==> src/rtl/alu_muldiv_sequencer_if.sv <==
// Handshake and ALU-sharing bundle between the main control FSM / datapath and
// the multiply/divide sequencer.
// master: main FSM + datapath (drives start/op/operands and the ALU result).
// slave:  alu_muldiv_sequencer (drives status, HI/LO and the ALU request/operands).
interface alu_muldiv_sequencer_if #(
  parameter int WIDTH = 32
);
  logic             start;
  logic [1:0]       op;
  logic [WIDTH-1:0] rs_val;
  logic [WIDTH-1:0] rt_val;
  logic             busy;
  logic             done;
  logic [WIDTH-1:0] hi;
  logic [WIDTH-1:0] lo;
  logic             div_zero;
  logic             alu_req;
  logic [5:0]       alu_control;
  logic [WIDTH-1:0] alu_src0;
  logic [WIDTH-1:0] alu_src1;
  logic [WIDTH-1:0] alu_result;

  modport master (
    output start, op, rs_val, rt_val, alu_result,
    input  busy, done, hi, lo, div_zero, alu_req, alu_control, alu_src0, alu_src1
  );

  modport slave (
    input  start, op, rs_val, rt_val, alu_result,
    output busy, done, hi, lo, div_zero, alu_req, alu_control, alu_src0, alu_src1
  );
endinterface

==> src/rtl/alu_muldiv_sequencer.sv <==
// MULT/MULTU/DIV/DIVU sequencer that time-shares the datapath's 32-bit ALU and
// accumulates HI/LO locally. Latency: done 37 cycles after accept (mult), 69 (div).
// Backpressure: none; start is only sampled in IDLE and ignored while busy.
// Ports: clk, rst_n (async active-low), bus (alu_muldiv_sequencer_if.slave):
//   start/op/rs_val/rt_val request, busy/done/hi/lo/div_zero status and results,
//   alu_req/alu_control/alu_src0/alu_src1 ALU drive, alu_result combinational ALU return.
// Optional build macro MULDIV_DIVZERO_FAST_EN: divide by zero short-circuits to
// DONE in one cycle with hi = rs_val, lo = all ones, div_zero = 1.
module alu_muldiv_sequencer #(
  parameter int WIDTH = 32
) (
  input  logic                   clk,
  input  logic                   rst_n,
  alu_muldiv_sequencer_if.slave  bus
);

  localparam logic [5:0] ALUOP_ADDU = 6'h21;
  localparam logic [5:0] ALUOP_SUBU = 6'h23;
  localparam logic [5:0] ALUOP_NOR  = 6'h27;
  localparam logic [5:0] ALUOP_SLTU = 6'h2B;

  typedef enum logic [3:0] {
    S_IDLE, S_NEG_A, S_NEG_B, S_MUL_ADD, S_DIV_CMP, S_DIV_SUB, S_FIX_LO, S_FIX_HI, S_DONE
  } state_t;

  state_t           state;
  logic             is_div;      // latched op[1]
  logic             sa, sb;      // operand signs (only for signed ops)
  logic [5:0]       cnt;
  logic [WIDTH-1:0] a_q, b_q;    // raw operands, then magnitudes after NEG_A/NEG_B
  logic [WIDTH-1:0] acc_hi;      // product high half, or remainder R
  logic [WIDTH-1:0] acc_lo;      // product low half / multiplier, or quotient Q
  logic [WIDTH-1:0] mcand;       // multiplicand, or divisor D
  logic             msb, lt;
  logic [WIDTH-1:0] hi_q, lo_q;
  logic             busy_q, done_q;
`ifdef MULDIV_DIVZERO_FAST_EN
  logic             div_zero_q;
`endif

  logic             alu_req;
  logic [5:0]       alu_control;
  logic [WIDTH-1:0] alu_src0, alu_src1;
  logic [WIDTH-1:0] res;
  logic             carry;
  logic [WIDTH-1:0] mag_b;
  logic             lo_neg, hi_neg, take;

  assign res    = bus.alu_result;
  assign lo_neg = sa ^ sb;
  // Remainder follows the dividend's sign; product high half follows the product sign.
  assign hi_neg = is_div ? sa : (sa ^ sb);
  assign mag_b  = sb ? res : b_q;
  // Carry out of the ALU add, reconstructed from operand and sum MSBs.
  assign carry  = (acc_hi[WIDTH-1] & alu_src1[WIDTH-1]) |
                  ((acc_hi[WIDTH-1] | alu_src1[WIDTH-1]) & ~res[WIDTH-1]);
  // Restoring step succeeds when the shifted-out bit makes R >= 2^32 or R >= D.
  assign take   = msb | ~lt;

  // ALU drive is a pure decode of registered state, so it is stable all cycle.
  always_comb begin
    alu_req     = 1'b0;
    alu_control = '0;
    alu_src0    = '0;
    alu_src1    = '0;
    case (state)
      S_NEG_A: begin
        alu_req = 1'b1; alu_control = ALUOP_SUBU; alu_src1 = a_q;
      end
      S_NEG_B: begin
        alu_req = 1'b1; alu_control = ALUOP_SUBU; alu_src1 = b_q;
      end
      S_MUL_ADD: begin
        alu_req = 1'b1; alu_control = ALUOP_ADDU; alu_src0 = acc_hi;
        alu_src1 = acc_lo[0] ? mcand : '0;
      end
      S_DIV_CMP: begin
        alu_req = 1'b1; alu_control = ALUOP_SLTU;
        alu_src0 = {acc_hi[WIDTH-2:0], acc_lo[WIDTH-1]}; alu_src1 = mcand;
      end
      S_DIV_SUB: begin
        alu_req = 1'b1; alu_control = ALUOP_SUBU; alu_src0 = acc_hi; alu_src1 = mcand;
      end
      S_FIX_LO: begin
        alu_req = 1'b1; alu_control = ALUOP_SUBU; alu_src1 = acc_lo;
      end
      S_FIX_HI: begin
        alu_req = 1'b1;
        // 64-bit negate: when the low half is non-zero no borrow reaches HI,
        // so HI becomes ~HI. acc_lo may already be negated; zero-ness is preserved.
        if (!is_div && acc_lo != '0) begin
          alu_control = ALUOP_NOR; alu_src0 = acc_hi;
        end else begin
          alu_control = ALUOP_SUBU; alu_src1 = acc_hi;
        end
      end
      default: ;
    endcase
  end

  always_ff @(posedge clk or negedge rst_n) begin
    if (!rst_n) begin
      state  <= S_IDLE;
      is_div <= 1'b0;
      sa     <= 1'b0;
      sb     <= 1'b0;
      cnt    <= '0;
      a_q    <= '0;
      b_q    <= '0;
      acc_hi <= '0;
      acc_lo <= '0;
      mcand  <= '0;
      msb    <= 1'b0;
      lt     <= 1'b0;
      hi_q   <= '0;
      lo_q   <= '0;
      busy_q <= 1'b0;
      done_q <= 1'b0;
`ifdef MULDIV_DIVZERO_FAST_EN
      div_zero_q <= 1'b0;
`endif
    end else begin
      case (state)
        S_IDLE: begin
          if (bus.start) begin
            is_div <= bus.op[1];
            a_q    <= bus.rs_val;
            b_q    <= bus.rt_val;
            sa     <= bus.rs_val[WIDTH-1] & ~bus.op[0];
            sb     <= bus.rt_val[WIDTH-1] & ~bus.op[0];
            cnt    <= '0;
            busy_q <= 1'b1;
`ifdef MULDIV_DIVZERO_FAST_EN
            div_zero_q <= 1'b0;
            if (bus.op[1] && bus.rt_val == '0) begin
              state      <= S_DONE;
              done_q     <= 1'b1;
              hi_q       <= bus.rs_val;
              lo_q       <= '1;
              div_zero_q <= 1'b1;
            end else begin
              state <= S_NEG_A;
            end
`else
            state <= S_NEG_A;
`endif
          end
        end
        S_NEG_A: begin
          a_q   <= sa ? res : a_q;
          state <= S_NEG_B;
        end
        S_NEG_B: begin
          b_q    <= mag_b;
          acc_hi <= '0;
          if (is_div) begin
            acc_lo <= a_q;
            mcand  <= mag_b;
            state  <= S_DIV_CMP;
          end else begin
            acc_lo <= mag_b;
            mcand  <= a_q;
            state  <= S_MUL_ADD;
          end
        end
        S_MUL_ADD: begin
          acc_hi <= {carry, res[WIDTH-1:1]};
          acc_lo <= {res[0], acc_lo[WIDTH-1:1]};
          cnt    <= cnt + 6'd1;
          if (cnt == 6'd31) state <= S_FIX_LO;
        end
        S_DIV_CMP: begin
          msb    <= acc_hi[WIDTH-1];
          acc_hi <= {acc_hi[WIDTH-2:0], acc_lo[WIDTH-1]};
          acc_lo <= {acc_lo[WIDTH-2:0], 1'b0};
          lt     <= res[0];
          state  <= S_DIV_SUB;
        end
        S_DIV_SUB: begin
          if (take) acc_hi <= res;
          acc_lo <= {acc_lo[WIDTH-1:1], take};
          cnt    <= cnt + 6'd1;
          state  <= (cnt == 6'd31) ? S_FIX_LO : S_DIV_CMP;
        end
        S_FIX_LO: begin
          if (lo_neg) acc_lo <= res;
          state <= S_FIX_HI;
        end
        S_FIX_HI: begin
          hi_q   <= hi_neg ? res : acc_hi;
          lo_q   <= acc_lo;
          done_q <= 1'b1;
          state  <= S_DONE;
        end
        S_DONE: begin
          done_q <= 1'b0;
          busy_q <= 1'b0;
          state  <= S_IDLE;
        end
        default: state <= S_IDLE;
      endcase
    end
  end

  assign bus.busy        = busy_q;
  assign bus.done        = done_q;
  assign bus.hi          = hi_q;
  assign bus.lo          = lo_q;
`ifdef MULDIV_DIVZERO_FAST_EN
  assign bus.div_zero    = div_zero_q;
`else
  assign bus.div_zero    = 1'b0;
`endif
  assign bus.alu_req     = alu_req;
  assign bus.alu_control = alu_control;
  assign bus.alu_src0    = alu_src0;
  assign bus.alu_src1    = alu_src1;

endmodule

==> src/flat_wrapper.sv <==
// flat-port wrapper written by rule: the top's interface ports become plain ports
module alu_muldiv_sequencer_flat 
#(
  parameter int WIDTH = 32
)
  (clk, rst_n, bus_start, bus_op, bus_rs_val, bus_rt_val, bus_alu_result, bus_busy, bus_done, bus_hi, bus_lo, bus_div_zero, bus_alu_req, bus_alu_control, bus_alu_src0, bus_alu_src1);
  alu_muldiv_sequencer_if #(.WIDTH(WIDTH)) bus_i ();
  input  logic clk;
  input  logic rst_n;
  input wire logic [$bits(bus_i.start)-1:0] bus_start;
  input wire logic [$bits(bus_i.op)-1:0] bus_op;
  input wire logic [$bits(bus_i.rs_val)-1:0] bus_rs_val;
  input wire logic [$bits(bus_i.rt_val)-1:0] bus_rt_val;
  input wire logic [$bits(bus_i.alu_result)-1:0] bus_alu_result;
  output wire logic [$bits(bus_i.busy)-1:0] bus_busy;
  output wire logic [$bits(bus_i.done)-1:0] bus_done;
  output wire logic [$bits(bus_i.hi)-1:0] bus_hi;
  output wire logic [$bits(bus_i.lo)-1:0] bus_lo;
  output wire logic [$bits(bus_i.div_zero)-1:0] bus_div_zero;
  output wire logic [$bits(bus_i.alu_req)-1:0] bus_alu_req;
  output wire logic [$bits(bus_i.alu_control)-1:0] bus_alu_control;
  output wire logic [$bits(bus_i.alu_src0)-1:0] bus_alu_src0;
  output wire logic [$bits(bus_i.alu_src1)-1:0] bus_alu_src1;
  assign bus_i.start = bus_start;
  assign bus_i.op = bus_op;
  assign bus_i.rs_val = bus_rs_val;
  assign bus_i.rt_val = bus_rt_val;
  assign bus_i.alu_result = bus_alu_result;
  assign bus_busy = bus_i.busy;
  assign bus_done = bus_i.done;
  assign bus_hi = bus_i.hi;
  assign bus_lo = bus_i.lo;
  assign bus_div_zero = bus_i.div_zero;
  assign bus_alu_req = bus_i.alu_req;
  assign bus_alu_control = bus_i.alu_control;
  assign bus_alu_src0 = bus_i.alu_src0;
  assign bus_alu_src1 = bus_i.alu_src1;
  alu_muldiv_sequencer #(.WIDTH(WIDTH)) u_core (.clk(clk), .rst_n(rst_n), .bus(bus_i));
endmodule
==> config.mk <==
export PLATFORM = sky130hd
export DESIGN_NAME = alu_muldiv_sequencer_flat
export DESIGN_NICKNAME = d
export VERILOG_FILES = /design/src/rtl/alu_muldiv_sequencer_if.sv /design/src/rtl/alu_muldiv_sequencer.sv /design/src/flat_wrapper.sv
export SDC_FILE = /design/constraint.sdc
export NUM_CORES = 1
export LEC_CHECK = 0
export ABC_CLOCK_PERIOD_IN_PS = 2500
export CAP_MARGIN = 40
export CORE_ASPECT_RATIO = 0.5
export CORE_UTILIZATION = 32
export CTS_BUF_LIST = sky130_fd_sc_hd__clkbuf_16
export CTS_CLUSTER_DIAMETER = 100
export DETAILED_ROUTE_END_ITERATION = 8
export PLACE_DENSITY = 0.53
export SLEW_MARGIN = 20
export SYNTH_ARGS = -nofsm -noshare
export SYNTH_HDL_FRONTEND = slang
export SYNTH_SLANG_ARGS = --single-unit
==> constraint.sdc <==
create_clock -name clk -period 2.5 [get_ports clk]
set_clock_uncertainty 0.05 [all_clocks]
set_input_delay 0.375 -clock clk [delete_from_list [all_inputs] [get_ports clk]]
set_output_delay 0.375 -clock clk [all_outputs]
set_load 0.01 [all_outputs]
# Word-level counts from Yosys, hierarchy flattened
# Cells that the tools add are included.
# word_totals
regBits	241
input_bits	101
out_inout_bits	138
wordCells	101
# classes
addsub	1
n_eq_ne	14
mux	32
n_bitwise	12
reduce_logical	25
# op_table
cell	count
32-bit two-way mux	12
32-bit case mux with 6 select lines	1
32-bit case mux with 5 select lines	1
32-bit case mux with 2 select lines	2
32-bit case mux with 4 select lines	1
32-bit case mux with 3 select lines	1
4-bit case mux with 8 select lines	1
32-bit nonzero test	1
6-bit case mux with 4 select lines	1
4-bit by 3-bit == test with 1-bit output (second input constant)	4
2-bit AND reduction	7
6-bit case mux with 2 select lines	1
2-bit nonzero test	5
4-bit by 2-bit == test with 1-bit output (second input constant)	2
4-bit two-way mux	2
2-bit by 1-bit != test with 1-bit output (second input constant)	4
4-bit nonzero test	2
7-bit OR reduction	1
6-bit by 1-bit adder with 6-bit output (second input constant)	1
6-bit by 5-bit == test with 1-bit output (second input constant)	1
3-bit two-way mux	2
6-bit two-way mux	1
3-bit AND reduction	2
5-bit nonzero test	1
15 further kinds	27

# Logic depth before layout (Yosys ltp)
# depth
depth_word	8
mapped_depth	9
mapped_depth_nobuf	6

# Least setup slack after synthesis
# OpenSTA, ideal clock, no wires.
# synth_timing
path_type	reg-to-output
start	register u_core.state[1]
end	output bus_alu_src0[22]
arrival_ps	1640
t_required_ps	2075
path_slack_ps	435
stages_incl_launch_ff	8
path_buffers	4
cell_sequence	dfrtp_1 > buf_4 > buf_6 > or2_2 > nor2_8 > buf_4 > buf_4 > a22o_1
# synth_between
elab_chain_len	3
elab_cells_between_ends	6
classes_between	eq/ne (4); mux (1); reduce/logical (1)
# synth_rtl
item	line	rtl
start, declared	alu_muldiv_sequencer.sv:26	state_t state;
start signal, assigned	alu_muldiv_sequencer.sv:183	state <= (cnt == 6'd31) ? S_FIX_LO : S_DIV_CMP;
4-bit by 2-bit == test with 1-bit output or 4-bit by 3-bit == test with 1-bit output (tied branches)	alu_muldiv_sequencer.sv:66	case (state)
2-bit OR reduction (no source line)	--	
32-bit case mux with 3 select lines (*)	alu_muldiv_sequencer.sv:66	
end, declared	flat_wrapper.sv:22	output wire logic [$bits(bus_i.alu_src0)-1:0] bus_alu_src0;
# Mark *: on every way between the ends. The rest lies on a longest branch, timed or not.

# Worst setup path after layout
# layout_timing
start	register u_core.acc_lo[24]
end	output bus_alu_src0[3]
# layout_between
elab_chain_len	4
# layout_rtl
item	line	rtl
start, declared	alu_muldiv_sequencer.sv:32	logic [WIDTH-1:0] acc_lo;
start signal, assigned	alu_muldiv_sequencer.sv:157	acc_lo <= a_q;
start signal, assigned	alu_muldiv_sequencer.sv:161	acc_lo <= mag_b;
start signal, assigned	alu_muldiv_sequencer.sv:168	acc_lo <= {res[0], acc_lo[WIDTH-1:1]};
32-bit nonzero test	alu_muldiv_sequencer.sv:91	if (!is_div && acc_lo != '0) begin
1-bit logical AND	alu_muldiv_sequencer.sv:91	
32-bit two-way mux	alu_muldiv_sequencer.sv:91	
32-bit case mux with 3 select lines	alu_muldiv_sequencer.sv:66	
# No other way between the ends.

==> impl_metrics.tcl <==
set metrics [dict create \
    netlist_instances 1447 \
    drc_errors 0 \
    dr_wl_met2_mm 24.71 \
    insertion_delay_ns 0.55 \
    antenna_found_initial 1 \
    avgSynthCellArea_um2 9.250 \
    cts_sinks 241 \
    maxCapViolCount 0 \
    dp_hpwl_mm 35.07 \
    fmax_mhz 342.1 \
    power.density_cell_area_mw_per_mm2 489.5 \
    status "complete, but fails checks" \
    cts_tree "done" \
    start_util_pct 32.81 \
    cts_buffers 26 \
    yosys_register_bits 241 \
    vias 12870 \
    p_leak_nw 7.625 \
    dp_slack_ns -0.3912 \
    first_global_vias 12740 \
    final_area_mm2 0.01773 \
    synth_top_cells_by_count "nand2_1, dfrtp_1, o21ai_0" \
    cts_max_level 1 \
    ys_top_cells_by_area "dfrtp_1, nand2_1, mux2i_1" \
    grt_overflow_total 0 \
    worst_hold_slack_ns 0.3401 \
    setup_tns_ns -24.92 \
    power_mw 8.679 \
    nNetsFinal 1825 \
    required_ns 2.08 \
    finalHoldViolCount 0 \
    gp_congestion 0.8244 \
    worstSetupPathType "register to output port" \
    fin_crit_ns 2.924 \
    cts-root-buf "clkbuf_16" \
    worstMarginPinSlew_ns 0.8401 \
    cp_max_fo 21 \
    relSlewSlack_pct 43.99 \
    m1WireLength_mm 22.55 \
    critPathLaunch "u_core.acc_lo[24]$_DFFE_PN0P_" \
    cp.arrival_ns 2.50 \
    viasPerCell 5.634 \
    ys_types 55 \
    violations "negative setup slack" \
    crit_end "bus_alu_src0[3]" \
    r2r-end "u_core.acc_lo[2]$_DFFE_PN0P_" \
    rrSetupSlack_ns 0.20 \
    drive_gt1_share_pct 20.20 \
    finalCritPeriodShare_pct 116.9 \
    finalSetupViolations 65 \
    start_kind "register" \
    synth-edff-count 0 \
    synth.most_common_cell "nand2_1" \
    r2r-start "u_core.state[3]$_DFFE_PN0P_" \
    core_area_mm2 0.04079 \
    drtIter0Drc 1531 \
    yosysSeqAreaShare_pct 45.06 \
    hp-class "input port to asynchronous set/reset pin" \
    synth_top_area_share_pct 45.06 \
    synthArstFlopShare_pct 100.0 \
    synth_ff_type "dfrtp_1" \
    synth_area_leader_cell "dfrtp_1" \
    yosysWarnings 0 \
    wl_per_cell_um 22.67 \
    grt_max_degree 71 \
    antenna_left 0 \
    io_pins 239 \
    grt_util_all_layers_pct 23.91 \
    rows 52 \
    routed.top_layer "met4" \
    worst_slack_ns -0.4235 \
    end_kind "output port" \
    clk_pin_slew_worst_paths_ns 0.06 \
    clk_path_buf_depth 3 \
    routed_wl_mm 51.77 \
    port_buffers 236 \
    die_w_um 291.2 \
    die_h_um 146.6 \
    first_pass_iters 8 \
    placed_area_mm2 0.01705 \
    wl_met3_mm 3.184 \
    grt_pass1_wl_mm 79.61 \
    synth_area_mm2 0.01338 \
    peakVddDrop_v 0.0005208 \
    rsz0062_at_grt "true" \
    die_area_mm2 0.04270 \
    ff2ff_path_depth 10 \
    syn_to_final_growth_pct 32.48 \
    slew_viol_final 0 \
]
==> cell families (layout without fill, tap and decap cells) <==
group	after synthesis	in the layout	synth area share, %
DFF	241	241	45.06
adders and majority gates	1	1	0.09347
AOI/OAI and AO/OA	453	453	22.43
other	1	3	0.02802
and+or+nand+nor	450	450	13.74
buffers and inverters	133	428	5.478
muxes	162	162	12.72
xor gates and xnor gates	6	6	0.4488
==> power breakdown <==
part,switching (mW),internal (mW)
clock,1.69,2.06
sequential,0.150,3.99
combinational,0.379,0.409
total,2.22,6.46
==> worst min-delay path by stage <==
stage,startpoint,to,slack [ns]
detailed placement,rst_n,u_core.bus.hi[22]$_DFFE_PN0P_,0.34
global route,rst_n,u_core.bus.hi[22]$_DFFE_PN0P_,0.38
floorplan,rst_n,u_core.a_q[0]$_DFFE_PN0P_,0.03
finish,rst_n,u_core.bus.hi[22]$_DFFE_PN0P_,0.34
CTS,rst_n,u_core.bus.hi[22]$_DFFE_PN0P_,0.36
global placement,rst_n,u_core.mcand[25]$_DFFE_PN0P_,0.34
==> critical path, stage by stage (launching register included) <==
cell and delay [ns]:
dfrtp_1 0.39, nor4_2 0.27, buf_4 0.15, nand4_1 0.21
o21ai_2 0.24, buf_6 0.13, o21ai_4 0.07, buf_12 0.17
a22o_1 0.19, buf_2 0.14
==> cell type report <==
cell class / instances / area (um^2)
tap: 540 / 675.6
fill: 3928 / 23060
clock inverter: 21 / 130.1
inverter: 5 / 20.02
antenna: 1 / 2.502
clock buffer: 27 / 675.6
multi-input combinational: 1074 / 6763
sequential: 241 / 6037
timing repair buffer: 375 / 3427
==> flip-flops by register name (all words and copies together), names as in the netlist <==
register / flops
u_core.is_div: 1
u_core.cnt: 6
u_core.lt: 1
u_core.b_q: 32
u_core.a_q: 32
u_core.acc_hi: 32
u_core.msb: 1
u_core.state: 4
u_core.sb: 1
u_core.bus.done: 1
u_core.bus.lo: 32
u_core.acc_lo: 32
u_core.mcand: 32
u_core.sa: 1
u_core.bus.hi: 32
u_core.bus.busy: 1
==> layout by cell type (no fill, tap or decap), types with 11 or more instances in the layout <==
cell and n:
a222oi_1 62, mux2i_1 97, buf_4 104, a221o_1 32, clkdlybuf4s50_1 165, buf_2 63
a22o_1 34, mux2_2 65, nand2_1 297, o21ai_0 110, o21ai_1 57, buf_12 24
nor2_1 106, a21oi_1 106, buf_6 11, a22oi_1 32, clkbuf_16 27, dfrtp_1 236
==> per-layer routing <==
| metal | GRT usage [%] | vias up |
|---|---|---|
| li1 | - | 5825 |
| met2 | 38.70 | 565 |
| met5 | 0 | - |
| met1 | 33.43 | 6397 |
| met3 | 2.999 | 81 |
| met4 | 6.958 | 0 |
==> what timing repair did <==
action                                  4_1_cts  5_1_grt
hold buffers                                  1        0
pin swaps                                    13       15
setup buffers                                11        4
endpoints found under the setup margin       70       80
gates resized for setup                     292       26
hold endpoints to repair                     63        0
cloned                                        2        0
==> per-stage QoR <==
| stage | utilization [%] | std cells |
|---|---|---|
| after floorplan | - | 1448 |
| after global placement | 41.76 | 2223 |
| after detailed placement | 41.80 | 2224 |
| after CTS | 43.65 | 2285 |
| after global routing | 43.46 | 2284 |
| final | 43.46 | 2284 |
Power figures use the tool's default switching activity.
